[config.mk]
export PLATFORM = sky130hd
export DESIGN_NAME = alu_arbiter
export DESIGN_NICKNAME = d
export VERILOG_FILES = /design/src/rtl/alu_ctrl_pkg.sv /design/src/rtl/rr_arb2.sv /design/src/rtl/alu_arbiter.sv
export SDC_FILE = /design/constraint.sdc
export NUM_CORES = 1
export LEC_CHECK = 0
export CORE_MARGIN = 2
export CORE_UTILIZATION = 43
export CTS_BUF_LIST = sky130_fd_sc_hd__clkbuf_4
export DETAILED_ROUTE_END_ITERATION = 8
export GPL_TIMING_DRIVEN = 0
export PLACE_DENSITY = 0.9
export SYNTH_ARGS = -nofsm -noshare
export SYNTH_HDL_FRONTEND = slang
export SYNTH_HIERARCHICAL = 1
export SYNTH_SLANG_ARGS = --single-unit
export TNS_END_PERCENT = 20
[constraint.sdc]
create_clock -name clk -period 2.3 [get_ports clk]
set_clock_uncertainty 0.1 [all_clocks]
set_input_delay 0.575 -clock clk [delete_from_list [all_inputs] [get_ports clk]]
set_output_delay 0.575 -clock clk [all_outputs]
set_load 0.005 [all_outputs]
[src/rtl/alu_ctrl_pkg.sv]
// Shared definitions for the ALU request arbiter: FSM states, field widths
// and the bit positions inside the 6-bit ALU flag vector.
package alu_ctrl_pkg;

    localparam int CMD_W       = 4;
    localparam int INP_VALID_W = 2;
    localparam int FLAG_W      = 6;

    // Flag vector layout {COUT, OFLOW, G, E, L, ERR}
    localparam int FLAG_COUT  = 5;
    localparam int FLAG_OFLOW = 4;
    localparam int FLAG_G     = 3;
    localparam int FLAG_E     = 2;
    localparam int FLAG_L     = 1;
    localparam int FLAG_ERR   = 0;

    typedef enum logic [1:0] {
        IDLE  = 2'd0,
        ISSUE = 2'd1,
        WAIT  = 2'd2,
        RESP  = 2'd3
    } state_t;

endpackage

[src/rtl/rr_arb2.sv]
// Two-way round-robin choice: a lone requester always wins; on contention the
// requester that was not served last wins.
module rr_arb2 (
    input  logic [1:0] req,
    input  logic       last,
    output logic [1:0] grant
);

    // One-hot grant; last=1 means requester 1 was served last, so 0 is favoured
    always_comb begin
        grant = 2'b00;
        case (req)
            2'b01:   grant = 2'b01;
            2'b10:   grant = 2'b10;
            2'b11:   grant = last ? 2'b01 : 2'b10;
            default: grant = 2'b00;
        endcase
    end

endmodule

[src/rtl/alu_arbiter.sv]
// Shares one multi-cycle ALU between two requesters. One operation is in
// flight at a time: IDLE (grant) -> ISSUE -> WAIT x LAT -> RESP -> IDLE.
module alu_arbiter
    import alu_ctrl_pkg::*;
#(
    parameter int WIDTH = 8,
    parameter int LAT   = 2
) (
    input  logic                     clk,
    input  logic                     rst,
    input  logic [1:0]               req_valid,
    output logic [1:0]               req_ready,
    input  logic [2*WIDTH-1:0]       req_opa,
    input  logic [2*WIDTH-1:0]       req_opb,
    input  logic [1:0]               req_cin,
    input  logic [1:0]               req_mode,
    input  logic [2*CMD_W-1:0]       req_cmd,
    input  logic [2*INP_VALID_W-1:0] req_inp_valid,
    output logic [WIDTH-1:0]         alu_opa,
    output logic [WIDTH-1:0]         alu_opb,
    output logic                     alu_cin,
    output logic                     alu_mode,
    output logic                     alu_ce,
    output logic [CMD_W-1:0]         alu_cmd,
    output logic [INP_VALID_W-1:0]   alu_inp_valid,
    input  logic [2*WIDTH-1:0]       alu_res,
    input  logic [FLAG_W-1:0]        alu_flags,
    output logic [1:0]               rsp_valid,
    output logic [2*WIDTH-1:0]       rsp_res,
    output logic [FLAG_W-1:0]        rsp_flags,
    output logic                     busy
);

    state_t     state;
    logic [3:0] cnt;
    logic       last;     // id of the requester served most recently
    logic       owner;    // id of the requester whose op is in flight
    logic [1:0] grant;
    logic       win_id;
    logic       hs;

    rr_arb2 u_arb (
        .req   (req_valid),
        .last  (last),
        .grant (grant)
    );

    // Grant is offered only in IDLE; gated by rst since the async reset holds IDLE
    always_comb begin
        req_ready = 2'b00;
        if (state == IDLE && !rst)
            req_ready = grant;
    end

    assign win_id = grant[1];
    assign hs     = |(req_valid & req_ready);

    // Main control FSM; every output except req_ready is registered here
    always_ff @(posedge clk or posedge rst) begin
        if (rst) begin
            state         <= IDLE;
            cnt           <= 4'd0;
            last          <= 1'b1;
            owner         <= 1'b0;
            alu_opa       <= '0;
            alu_opb       <= '0;
            alu_cin       <= 1'b0;
            alu_mode      <= 1'b0;
            alu_cmd       <= '0;
            alu_ce        <= 1'b0;
            alu_inp_valid <= '0;
            rsp_valid     <= 2'b00;
            rsp_res       <= '0;
            rsp_flags     <= '0;
            busy          <= 1'b0;
        end else begin
            case (state)
                IDLE: begin
                    if (hs) begin
                        owner         <= win_id;
                        alu_opa       <= win_id ? req_opa[2*WIDTH-1:WIDTH] : req_opa[WIDTH-1:0];
                        alu_opb       <= win_id ? req_opb[2*WIDTH-1:WIDTH] : req_opb[WIDTH-1:0];
                        alu_cin       <= win_id ? req_cin[1]  : req_cin[0];
                        alu_mode      <= win_id ? req_mode[1] : req_mode[0];
                        alu_cmd       <= win_id ? req_cmd[2*CMD_W-1:CMD_W] : req_cmd[CMD_W-1:0];
                        alu_inp_valid <= win_id ? req_inp_valid[2*INP_VALID_W-1:INP_VALID_W]
                                                : req_inp_valid[INP_VALID_W-1:0];
                        alu_ce        <= 1'b1;
                        busy          <= 1'b1;
                        state         <= ISSUE;
                    end
                end
                ISSUE: begin
                    cnt   <= 4'(LAT);
                    state <= WAIT;
                end
                WAIT: begin
                    if (cnt == 4'd1) begin
                        // ALU result is valid on this edge; capture and release the ALU
                        rsp_res       <= alu_res;
                        rsp_flags     <= alu_flags;
                        rsp_valid     <= owner ? 2'b10 : 2'b01;
                        alu_ce        <= 1'b0;
                        alu_inp_valid <= '0;
                        cnt           <= 4'd0;
                        state         <= RESP;
                    end else begin
                        cnt <= cnt - 4'd1;
                    end
                end
                RESP: begin
                    rsp_valid <= 2'b00;
                    busy      <= 1'b0;
                    last      <= owner;
                    state     <= IDLE;
                end
                default: state <= IDLE;
            endcase
        end
    end

endmodule
# Word-level counts from Yosys, hierarchy flattened
# Index checks and enable logic that the tools add are counted.
totals:
  in_bits: 74
  output_inout_bits: 52
  regBits: 58
classes:
  addsub: 1
  reduce_logical: 14
  mux: 24
  bitwise: 1
  eq_ne: 9
op_table:
  columns: ["op", "n"]
  rows:
  - ["$mux 2", 9]
  - ["$mux 8", 2]
  - ["$reduce_and 2->1", 5]
  - ["$eq 2x2->1 const B", 4]
  - ["$mux 4", 2]
  - ["$pmux 2 s2", 2]
  - ["$pmux 2 s4", 1]
  - ["$pmux 4 s2", 1]
  - ["$reduce_bool 2->1", 4]
  - ["$pmux 2 s3", 1]
  - ["$eq 2x1->1 const B", 2]
  - ["$eq 4x1->1 const B", 1]
  - ["$mux 1", 4]
  - ["$ne 2x2->1 const B", 2]
  - ["$pmux 1 s2", 2]
  - ["$sub 4x1->4 const B", 1]
  - ["$reduce_and 3->1", 1]
  - ["$and 2x2->2", 1]
  - ["$logic_not 2->1", 1]
  - ["$reduce_or 2->1", 1]
  - ["$logic_and 1x1->1", 1]
  - ["$logic_not 1->1", 1]

# Depth between registers and ports, before layout
# Gate-level depths: netlist of the first run.
depth:
  word_depth: 7
  ltp_mapped: 8

# Cells and area by module
# The synthesis of the first run kept the hierarchy.
modules_own_cells:
  columns: ["mod", "area_per_inst_um2", "cells_per_inst", "n_inst"]
  rows:
  - ["alu_arbiter", 2793.9, 222, 1]
  - ["rr_arb2", 18.8, 3, 1]

# Least setup slack after synthesis of the first run
# No wires, ideal clock.
synth_timing:
  path_kind: "in2out"
  startpoint: "input port req_valid[1]"
  endpoint: "output port req_ready[1]"
  arrival_ns: 1.559
  path_buffers: 2
  stages: 4
  setup_slack_ns: 0.066
  cell_sequence: "a21boi_0 buf_6 clkbuf_1 and2_1"
synth_between:
  elab_chain_len: 3
synth_lines:
  columns: ["item", "line_no", "text"]
  rows:
  - ["from (decl)", "alu_arbiter.sv:11", "input logic [1:0] req_valid,"]
  - ["$eq 2x2->1 / $eq 2x1->1 (equally long branches)", "rr_arb2.sv:12", "case (req)"]
  - ["$pmux 2 s3 *", "rr_arb2.sv:12", null]
  - ["$mux 2 *", "alu_arbiter.sv:51", "if (state == IDLE && !rst)"]
  - ["to (decl)", "alu_arbiter.sv:12", "output logic [1:0] req_ready,"]
# Mark *: on every way between the ends. The rest lies on a longest branch, timed or not.

# Worst setup path in the final report of the first run
layout_timing:
  startpoint: "register state[0]"
  endpoint: "output port req_ready[0]"
layout_between:
  elab_chain_len: 3
layout_lines:
  columns: ["item", "line_no", "text"]
  rows:
  - ["from (decl)", "alu_arbiter.sv:34", "state_t state;"]
  - ["from (signal assigned)", "alu_arbiter.sv:61", "state <= IDLE;"]
  - ["from (signal assigned)", "alu_arbiter.sv:90", "state <= ISSUE;"]
  - ["from (signal assigned)", "alu_arbiter.sv:95", "state <= WAIT;"]
  - ["$logic_not 2->1", "alu_arbiter.sv:51", null]
  - ["$logic_and 1x1->1", "alu_arbiter.sv:51", null]
  - ["$mux 2", "alu_arbiter.sv:51", null]
# No other way between the ends.

==> results of run 1 <==
## how the worst max path moves through the flow
stage                              start  cells after the start  slack [ns]                   end
CTS                 state[0]$_DFFE_PP0P_                      7       -0.07          req_ready[0]
global placement            req_valid[1]                      6       -1.09          req_ready[1]
detailed placement          req_valid[1]                      6       -1.13          req_ready[1]
global route        state[0]$_DFFE_PP0P_                      7      -0.004  state[1]$_DFFE_PP0P_
finish              state[0]$_DFFE_PP0P_                      6        0.07          req_ready[0]
floorplan                   req_valid[1]                      4        0.07          req_ready[1]
## cells in the final DEF, fill, tap and decap left out, drive strengths merged, types with 2 or more instances in the layout
cell type / count
mux2: 27
and2: 3
ha: 5
nand2b: 3
o31ai: 2
dlygate4sd2: 3
dfrtp: 57
clkdlybuf4s50: 120
clkbuf: 16
inv: 9
mux2i: 23
buf: 22
clkinv: 3
o21ai: 2
a31oi: 2
nand2: 3
o2bb2ai: 2
o211ai: 3
a22o: 3
a21oi: 45
a2bb2oi: 2
nand3: 2
nor2: 4
a21boi: 2
nand4: 3
## cells by family after synthesis
group	after synthesis	share of synthesized area (%)
and+or+nand+nor	22	5.03
adders and majority gates	5	2.22
muxes	50	21.7
AOI/OAI and AO/OA	66	14.0
buffers and inverters	24	5.47
DFF	58	51.6
## per-stage QoR
step           setup WS (ns)  cells  area (um^2)   TNS, ns  utilization (%)
2_1_floorplan         0.0659    225         2810         0                -
3_3_place_gp           -1.09    427         4160    -60.21             65.5
3_5_place_dp           -1.13    428         4180    -10.13             65.8
4_1_cts              -0.0737    451         4390   -0.0737             69.2
5_1_grt             -0.00394    452         4420  -0.00394             69.6
6_report              0.0713    452         4420         0             69.6
## synthesized netlist by cell type (all sizes together), types with 2 or more instances
library cell | count | share of area, %
ha | 5 | 2.2
a21boi | 2 | 0.53
o31ai | 2 | 0.53
buf | 11 | 3.7
dfrtp | 57 | 51
mux2 | 27 | 13
nand2 | 3 | 0.40
o21ai | 2 | 0.36
nand3 | 2 | 0.36
a31oi | 2 | 0.44
o2bb2ai | 2 | 0.62
nand4 | 3 | 0.67
a22o | 3 | 0.93
and2 | 3 | 0.76
inv | 9 | 1.2
mux2i | 23 | 8.2
nor2 | 4 | 1.1
a21oi | 45 | 8.0
clkbuf | 4 | 0.53
nand2b | 3 | 0.67
o211ai | 3 | 0.80
a2bb2oi | 2 | 0.62
## worst max-delay path, delay by kind of cell, from the launching register on
kind | cells | cell delay, ns
adder cells (fa/ha/maj) | 1 | 0.13
flip-flops | 1 | 0.41
buffers and inverters | 3 | 0.32
AND/OR/NAND/NOR | 2 | 0.28
## sequential cells by signal (all words and copies together), names as in the netlist
name and count:
alu_ce 1, alu_cin 1, alu_cmd 4, alu_inp_valid 2, alu_mode 1, alu_opa 8
alu_opb 8, busy 1, cnt 4, last 1, owner 1, rsp_flags 6
rsp_res 16, rsp_valid 2, state 2
## timing repair
action,CTS,global route
endpoints found under the setup margin,2,2
setup buffers,7,2
cloned,0,0
pin swaps,1,1
gates resized for setup,21,6
## per-layer routing
layer  wire, um  track usage (%)
met3        479             6.71
met4        196             9.67
met5          0                0
met2       3640             34.0
met1       2960             26.2
## report_power, final
part           internal [mW]  leakage (nW)  total [mW]  switching [mW]
combinational           1.47          1.16        2.39           0.917
clock                  0.362        0.0787       0.730           0.368
sequential              1.47         0.713        1.76           0.293
total                   3.30          1.95        4.88            1.58
## area by class of cell
| cell class | instances | share of cell area (%) |
|---|---|---|
| Inverter | 9 | 0.764 |
| Timing Repair Buffer | 135 | 30.0 |
| Sequential cell | 58 | 32.9 |
| Tap cell | 77 | 2.18 |
| Multi-Input combinational cell | 143 | 28.1 |
| Clock inverter | 4 | 0.991 |
| Clock buffer | 12 | 2.04 |
| Buffer | 14 | 3.11 |
==> results.json, run 1 <==
{
  "r2r_end": "state[1]$_DFFE_PP0P_",
  "ios": 126,
  "gp_routability_congestion": 0.784,
  "path_clk_slew_ns": 0.10,
  "grt_first_pass_wirelength_um": 11800,
  "synth.net_count": 304,
  "hold_class": "input port to async pin",
  "maxSlewViolCount": 0,
  "fill_cells": 453,
  "postRouteAntennaNets": 0,
  "syn2layout_area_growth_pct": 57.2,
  "synth_edf_count": 0,
  "seq_area_frac_synth_pct": 51.6,
  "cts-root-buf": "clkbuf_4",
  "yosys_warnings": 6,
  "vias": 2372,
  "critical_path_class": "flip-flop to primary output",
  "drive_above_1_share_pct": 20.0,
  "grt_remaining_overflow": 0,
  "synthArstFlopShare_pct": 100,
  "seqCellArea_um2": 1450,
  "arrival_ns": 1.55,
  "tightest_slew_ns": 0.546,
  "num-nets-final": 449,
  "maxSlewHeadroom_pct": 63.6,
  "fp.dieH_um": 84.9,
  "crit_fanout": 4,
  "synthCells": 225,
  "cp_cell_sequence": "inv_2, ha_4, nor2b_4, buf_6, and2_1, clkbuf_2",
  "outcome": "finished clean",
  "multi_input_area_um2": 1240,
  "finalCritPeriodShare_pct": 96.9,
  "cp.required_ns": 1.62,
  "maxCapViolCount": 0,
  "r2r-start": "state[0]$_DFFE_PP0P_",
  "cellLeakagePower_nw": 1.95,
  "row_count": 29,
  "finalSetupViolCount": 0,
  "clock_sinks": 58,
  "dieArea_um2": 7200,
  "avgSynthCellArea_um2": 12.5,
  "drc_errors": 0,
  "synthFlopType": "dfrtp_1",
  "finalHoldViolCount": 0,
  "antenna_found_initial": 0,
  "antenna_cells": 0,
  "grt_max_degree": 35,
  "port_buffers": 125,
  "worstSetupEndpointType": "primary output",
  "dr.pass1.iters": 5,
  "coreArea_um2": 6350,
  "reg2reg_slack_ns": 0.08,
  "cts_made_buffers": 9,
  "cts.path.max_buffers": 2,
  "hold_ws_ns": 0.339,
  "cpPeakStageDelay_ns": 0.41,
  "p_per_area_nw_per_um2": 1100,
  "reg2reg_depth": 7,
  "synth_area_um2": 2810,
  "slowest_stage": "dfrtp_1",
  "cp-start-kind": "flip-flop",
  "grt_pass1_vias": 2477,
  "initial_core_util_pct": 44.3,
  "tritoncts": "done",
  "p_total_mw": 4.88,
  "wl_um": 7270,
  "ys_types": 37,
  "htree_levels": 3,
  "chipWidth_um": 84.9,
  "grt.total_usage_pct": 21.2,
  "wl_per_cell_um": 16.1,
  "post-route-min-period_ns": 2.23,
  "clk_latency_ns": 0.41,
  "fmax_mhz": 449,
  "drtIter0Drc": 101,
  "post_drt_via_cell_ratio": 5.25,
  "dp_hpwl_um": 5240,
  "cts_hold_buffers": 0,
  "max-vdd-ir-drop_v": 0.000688,
  "ys_ff_latch": 58
}
Power figures use the tool's default switching activity.
==> inputs of run 2 (changes only) <==
--- a/config.mk
+++ b/config.mk
@@ -5,6 +5,7 @@
 export SDC_FILE = /design/constraint.sdc
 export NUM_CORES = 1
 export LEC_CHECK = 0
+export CAP_MARGIN = 15
 export CORE_MARGIN = 2
 export CORE_UTILIZATION = 43
 export CTS_BUF_LIST = sky130_fd_sc_hd__clkbuf_4
==> constraint.sdc (replaced) <==
create_clock -name clk -period 2.2 [get_ports clk]
set_clock_uncertainty 0.1 [all_clocks]
set_input_delay 0.55 -clock clk [delete_from_list [all_inputs] [get_ports clk]]
set_output_delay 0.55 -clock clk [all_outputs]
set_load 0.005 [all_outputs]
==> run 2 against run 1 <==
  * Combinational power up 4%
  * First-iteration DRC count up 17%
  * Register-to-register slack better by 0.03 ns
  * Via count down 1.5%
  * Sequential power up 5%
  * Final area unchanged
  * Routed wire length up 0.19%
  * Worst hold slack worse by 0.029 ns
  * Global-route usage up 0.14 points
  * Count of clock-buffer cells in the layout unchanged
  * Setup slack worse by 0.071 ns
  * Largest cell class unchanged
==> results.json, run 2 (synthesis gave the netlist of run 1 again) <==
{
  "outcome": "finished clean",
  "coreArea_um2": 6350,
  "dieArea_um2": 7200,
  "crit_fanout": 4,
  "port_buffers": 125,
  "p_total_mw": 5.08,
  "top_regs": "rsp_res: 16 flops, alu_opa: 8 flops, alu_opb: 8 flops",
  "cts_hold_buffers": 0,
  "dr.pass1.iters": 4,
  "maxCapViolCount": 0,
  "wl_um": 7290,
  "post-route-min-period_ns": 2.20,
  "cts.path.max_buffers": 2,
  "cp_cell_sequence": "inv_2, ha_4, nor2b_4, buf_6, and2_4, buf_6",
  "drive_above_1_share_pct": 20.4,
  "largest_register_ffs": 16,
  "grt_max_degree": 35,
  "max-vdd-ir-drop_v": 0.000719,
  "postRouteAntennaNets": 0,
  "dp.cells": 428,
  "crit_top_cell": "buf_6",
  "finalCritPeriodShare_pct": 100,
  "gp_routability_congestion": 0.784,
  "worstSetupEndpointType": "primary output",
  "slowest_stage": "dfrtp_1",
  "fmax_mhz": 455,
  "drtIter0Drc": 118,
  "cp-start-kind": "flip-flop",
  "cts_made_buffers": 9,
  "path_clk_slew_ns": 0.10,
  "antenna_cells": 0,
  "critical_path_class": "flip-flop to primary output",
  "clock_sinks": 58,
  "rsz0062_at_grt": "true",
  "syn2layout_area_growth_pct": 57.2,
  "grt.total_usage_pct": 21.3,
  "finalSetupViolCount": 0,
  "crit_family": "flip-flops",
  "post_drt_via_cell_ratio": 5.19,
  "initial_core_util_pct": 44.3,
  "htree_levels": 3,
  "final_cell_mix": "clkdlybuf4s50_1 (120), dfrtp_1 (57), a21oi_1 (45), mux2i_1 (23), mux2_4 (20)",
  "maxSlewHeadroom_pct": 62.7,
  "cts-root-buf": "clkbuf_4",
  "row_count": 29,
  "cp.required_ns": 1.55,
  "design_area_um2": 4420,
  "p_per_area_nw_per_um2": 1150,
  "place_area_um2": 4180,
  "cellLeakagePower_nw": 1.95,
  "cpPeakStageDelay_ns": 0.40,
  "clk_latency_ns": 0.42,
  "grt_remaining_overflow": 0,
  "dp_hpwl_um": 5240,
  "tritoncts": "done",
  "wl_per_cell_um": 16.2,
  "grt_pass1_vias": 2484,
  "maxSlewViolCount": 0,
  "vias": 2336,
  "drc_errors": 0,
  "num-nets-final": 447,
  "finalHoldViolCount": 0,
  "chipWidth_um": 84.9,
  "regMostFlops": "rsp_res",
  "ios": 126,
  "tightest_slew_ns": 0.560,
  "fp.dieH_um": 84.9,
  "layout_commonest_cell": "clkdlybuf4s50_1",
  "antenna_found_initial": 0,
  "grt_first_pass_wirelength_um": 11900,
  "hold_class": "input port to async pin",
  "arrival_ns": 1.55,
  "instances_no_fill": 450,
  "cp.buffers_inverters": 3
}
run 2: repair_timing:
action / 4_1_cts / 5_1_grt
pin swaps: 3 / 0
gates resized for setup: 26 / 6
hold endpoints to repair: 0 / 0
buffers inserted: 7 / 1
setup endpoints to repair: 3 / 4
gates cloned: 0 / 0
run 2: layer usage:
metal	vias up	part of all wire [%]	GRT usage [%]
met1	1120	41	26.2
li1	1101	-	-
met4	0	2.9	10.1
met5	-	0	0
met3	21	6.4	6.71
met2	94	49	34.4
run 2: area by class of cell:
type	instances	area, um^2
buffer	13	133
fill	458	1930
timing repair buffer	134	1320
sequential	58	1450
multi-input combinational	143	1250
clock buffer	12	90.1
tap	77	96.3
clock inverter	4	43.8
inverter	9	33.8
run 2: worst paths after layout:
| kind | start | endpoint | slack (ns) | depth (start not counted) |
|---|---|---|---|---|
| min | rst | alu_mode$_DFFE_PP0P_ | 0.31 | 2 |
| min in group clk | rsp_res[14]$_DFFE_PP0P_ | rsp_res[14]$_DFFE_PP0P_ | 0.41 | 1 |
| max in group asynchronous | rst | last$_DFFE_PP1P_ | 1.06 | 3 |
| max reg2reg | state[0]$_DFFE_PP0P_ | state[1]$_DFFE_PP0P_ | 0.11 | 6 |
| max | state[0]$_DFFE_PP0P_ | req_ready[0] | 0.00005 | 6 |
| min reg2reg | rsp_res[14]$_DFFE_PP0P_ | rsp_res[14]$_DFFE_PP0P_ | 0.41 | 1 |
run 2: metrics by stage:
step / setup TNS, ns / utilization (%) / hold WS [ns] / setup WS [ns]
6_report: 0 / 69.6 / 0.310 / 0.0000518
5_1_grt: -0.116 / 69.6 / 0.368 / -0.0667
4_1_cts: -0.111 / 69.4 / 0.282 / -0.0598
3_5_place_dp: -12.40 / 65.8 / 0.394 / -1.18
3_3_place_gp: -66.84 / 65.5 / 0.391 / -1.14
2_1_floorplan: 0 / - / 0.398 / 0.0159
run 2: power breakdown:
part	switching, mW	internal (mW)	leakage (nW)
Clock	0.389	0.378	0.0787
Sequential	0.304	1.53	0.713
Combinational	0.956	1.52	1.16
Total	1.65	3.44	1.95
run 2: worst reg2reg max path, delay by kind of cell, from the launching register on:
kind / cells / cell delay [ns]
buffers and inverters: 3 / 0.48
flip-flops: 1 / 0.38
AO/OA/AOI/OAI: 1 / 0.45
multiplexers: 1 / 0.37
adder cells (fa/ha/maj): 1 / 0.22
==> inputs of run 3 (changes only) <==
--- a/config.mk
+++ b/config.mk
@@ -10,8 +10,10 @@
 export CORE_UTILIZATION = 43
 export CTS_BUF_LIST = sky130_fd_sc_hd__clkbuf_4
 export DETAILED_ROUTE_END_ITERATION = 8
+export GPL_ROUTABILITY_DRIVEN = 1
 export GPL_TIMING_DRIVEN = 0
 export PLACE_DENSITY = 0.9
+export SKIP_CTS_REPAIR_TIMING = 1
 export SYNTH_ARGS = -nofsm -noshare
 export SYNTH_HDL_FRONTEND = slang
 export SYNTH_HIERARCHICAL = 1
==> run 3 against run 2 <==
  * The run now ends with negative setup slack left
  * Register-to-register slack worse by 0.02 ns
  * Global-route usage is 0.93 points lower
  * Clock power hardly changed
  * Routed wire length is 1.6% lower
  * Largest cell class unchanged
  * Highest routed layer unchanged
==> results.json, run 3 (synthesis gave the netlist of run 1 again) <==
{
  "dieArea_um2": 7200,
  "drc_errors": 0,
  "layout_commonest_cell": "clkdlybuf4s50_1",
  "maxSlewViolCount": 0,
  "hold_class": "input port to async pin",
  "maxSlewHeadroom_pct": 63.1,
  "cp_cell_sequence": "inv_2, ha_4, nor2b_4, buf_6, buf_6, buf_6, and2_4, buf_6",
  "row_count": 29,
  "swShare_pct": 32.1,
  "cellLeakagePower_nw": 1.98,
  "grt.total_usage_pct": 20.4,
  "r2r_end": "state[1]$_DFFE_PP0P_",
  "finalHoldViolCount": 0,
  "outcome": "finished with violations",
  "wl_per_cell_um": 15.8,
  "cts-root-buf": "clkbuf_4",
  "post_drt_via_cell_ratio": 5.19,
  "rsz0062_at_grt": "true",
  "finalSetupViolCount": 2,
  "ios": 126,
  "wl_um": 7170,
  "postRouteAntennaNets": 0,
  "p_clk_share_pct": 15.0,
  "crit_end": "req_ready[1]",
  "dp_hpwl_um": 5240,
  "reg2reg_depth": 6,
  "dr.pass1.iters": 4,
  "regMostFlops": "rsp_res",
  "tritoncts": "done",
  "place_ws_ns": -1.18,
  "cts.path.max_buffers": 2,
  "htree_levels": 3,
  "slowest_stage": "dfrtp_1",
  "initial_core_util_pct": 44.3,
  "post-route-min-period_ns": 2.45,
  "syn2layout_area_growth_pct": 58.4,
  "cts_made_buffers": 9,
  "grt_pass1_vias": 2429,
  "maxCapViolCount": 0,
  "drive_above_1_share_pct": 20.7,
  "antenna_found_initial": 0,
  "chipWidth_um": 84.9,
  "final_cell_mix": "clkdlybuf4s50_1 (120), dfrtp_1 (57), a21oi_1 (45), mux2i_1 (23), mux2_4 (20)",
  "drtIter0Drc": 87,
  "cp.required_ns": 1.55,
  "reg2reg_slack_ns": 0.09,
  "cpPeakStageDelay_ns": 0.40,
  "grt_max_degree": 35,
  "r2r-start": "state[0]$_DFFE_PP0P_",
  "crit_fanout": 6,
  "arrival_ns": 1.80,
  "coreArea_um2": 6350,
  "crit_top_cell": "buf_6",
  "critical_path_class": "flip-flop to primary output",
  "p_total_mw": 5.10,
  "clock_sinks": 58,
  "critPathLaunch": "state[0]$_DFFE_PP0P_",
  "violations": "negative setup slack",
  "p_per_area_nw_per_um2": 1140,
  "pwr-share-comb_pct": 48.8,
  "fill_cells": 458,
  "top_regs": "rsp_res: 16 flops, alu_opa: 8 flops, alu_opb: 8 flops",
  "place_area_um2": 4180,
  "num-nets-final": 451,
  "clk_latency_ns": 0.42,
  "fmax_mhz": 409,
  "port_buffers": 125,
  "largest_register_ffs": 16,
  "grt_remaining_overflow": 0,
  "tightest_slew_ns": 0.553,
  "design_area_um2": 4450,
  "p_sw_mw": 1.64,
  "vias": 2358,
  "fp.dieH_um": 84.9,
  "gp_routability_congestion": 0.784,
  "max-vdd-ir-drop_v": 0.000719,
  "worstSetupEndpointType": "primary output",
  "finalCritPeriodShare_pct": 111,
  "grt_first_pass_wirelength_um": 11400,
  "cp-start-kind": "flip-flop",
  "antenna_cells": 0,
  "setup_ws_ns": -0.247,
  "seqPwrFrac_pct": 36.1,
  "path_clk_slew_ns": 0.10,
  "intPower_mw": 3.46
}
==> run 3: cell count changes in the layout (fill, tap and decap cells not counted) <==
| cell | before | now |
|---|---|---|
| buf_6 | 6 | 10 |
| dlygate4sd2_1 | 3 | 0 |
| dlymetal6s2s_1 | 0 | 3 |
| a21boi_1 | 0 | 1 |
| a21boi_2 | 2 | 1 |
| buf_2 | 2 | 1 |
| buf_4 | 8 | 9 |
| clkbuf_1 | 2 | 3 |
| clkbuf_16 | 1 | 0 |
==> run 3: final cells by class <==
class	count	area [um^2]	share of cell area, %
Sequential cell	58	1450	32.6
Timing Repair Buffer	136	1350	30.4
Multi-Input combinational cell	143	1240	27.9
Buffer	15	140	3.15
Tap cell	77	96.3	2.16
Clock buffer	12	90.1	2.02
Clock inverter	4	43.8	0.983
Inverter	9	33.8	0.758
==> run 3: worst min-delay path by stage <==
stage	endpoint	slack [ns]	depth (start not counted)
after floorplan	rsp_valid[0]$_DFFE_PP0P_	0.40	1
after global placement	rsp_res[14]$_DFFE_PP0P_	0.39	1
after detailed placement	rsp_res[1]$_DFFE_PP0P_	0.39	1
after CTS	rsp_res[14]$_DFFE_PP0P_	0.42	1
after global routing	alu_cin$_DFFE_PP0P_	0.25	2
final	busy$_DFFE_PP0P_	0.18	2
==> run 3: power groups by stage <==
| stage | Sequential (mW) | Clock [mW] | Combinational, mW |
|---|---|---|---|
| global route | 1.90 | 0.825 | 2.69 |
| global placement | 1.82 | 0 | 2.23 |
| floorplan | 1.83 | 0 | 1.09 |
| finish | 1.84 | 0.765 | 2.49 |
| detailed placement | 1.84 | 0 | 2.30 |
| CTS | 1.84 | 0.771 | 2.31 |
==> run 3: critical path: cells and delay by family (launching register included) <==
kind / cells / cell delay, ns
and+or+nand+nor: 2 / 0.27
adders and majority gates: 1 / 0.17
buffers and inverters: 5 / 0.53
DFF: 1 / 0.40
==> run 3: metal layers <==
layer  global-route usage [%]  vias up  wire [um]
met2                     32.6       96       3510
met3                     6.81       19        528
met5                        0        -          0
met4                     9.67        0        218
met1                     25.0     1137       2910
li1                         -     1106          -
==> run 3: stage by stage <==
| stage | setup TNS [ns] | util, % | hold WS [ns] | instances |
|---|---|---|---|---|
| 6_report | -0.363 | 70.1 | 0.179 | 454 |
| 5_1_grt | -0.474 | 70.1 | 0.251 | 454 |
| 4_1_cts | -2.15 | 67.9 | 0.416 | 444 |
| 3_5_place_dp | -12.40 | 65.8 | 0.394 | 428 |
| 3_3_place_gp | -66.84 | 65.5 | 0.391 | 427 |
| 2_1_floorplan | 0 | - | 0.398 | 225 |
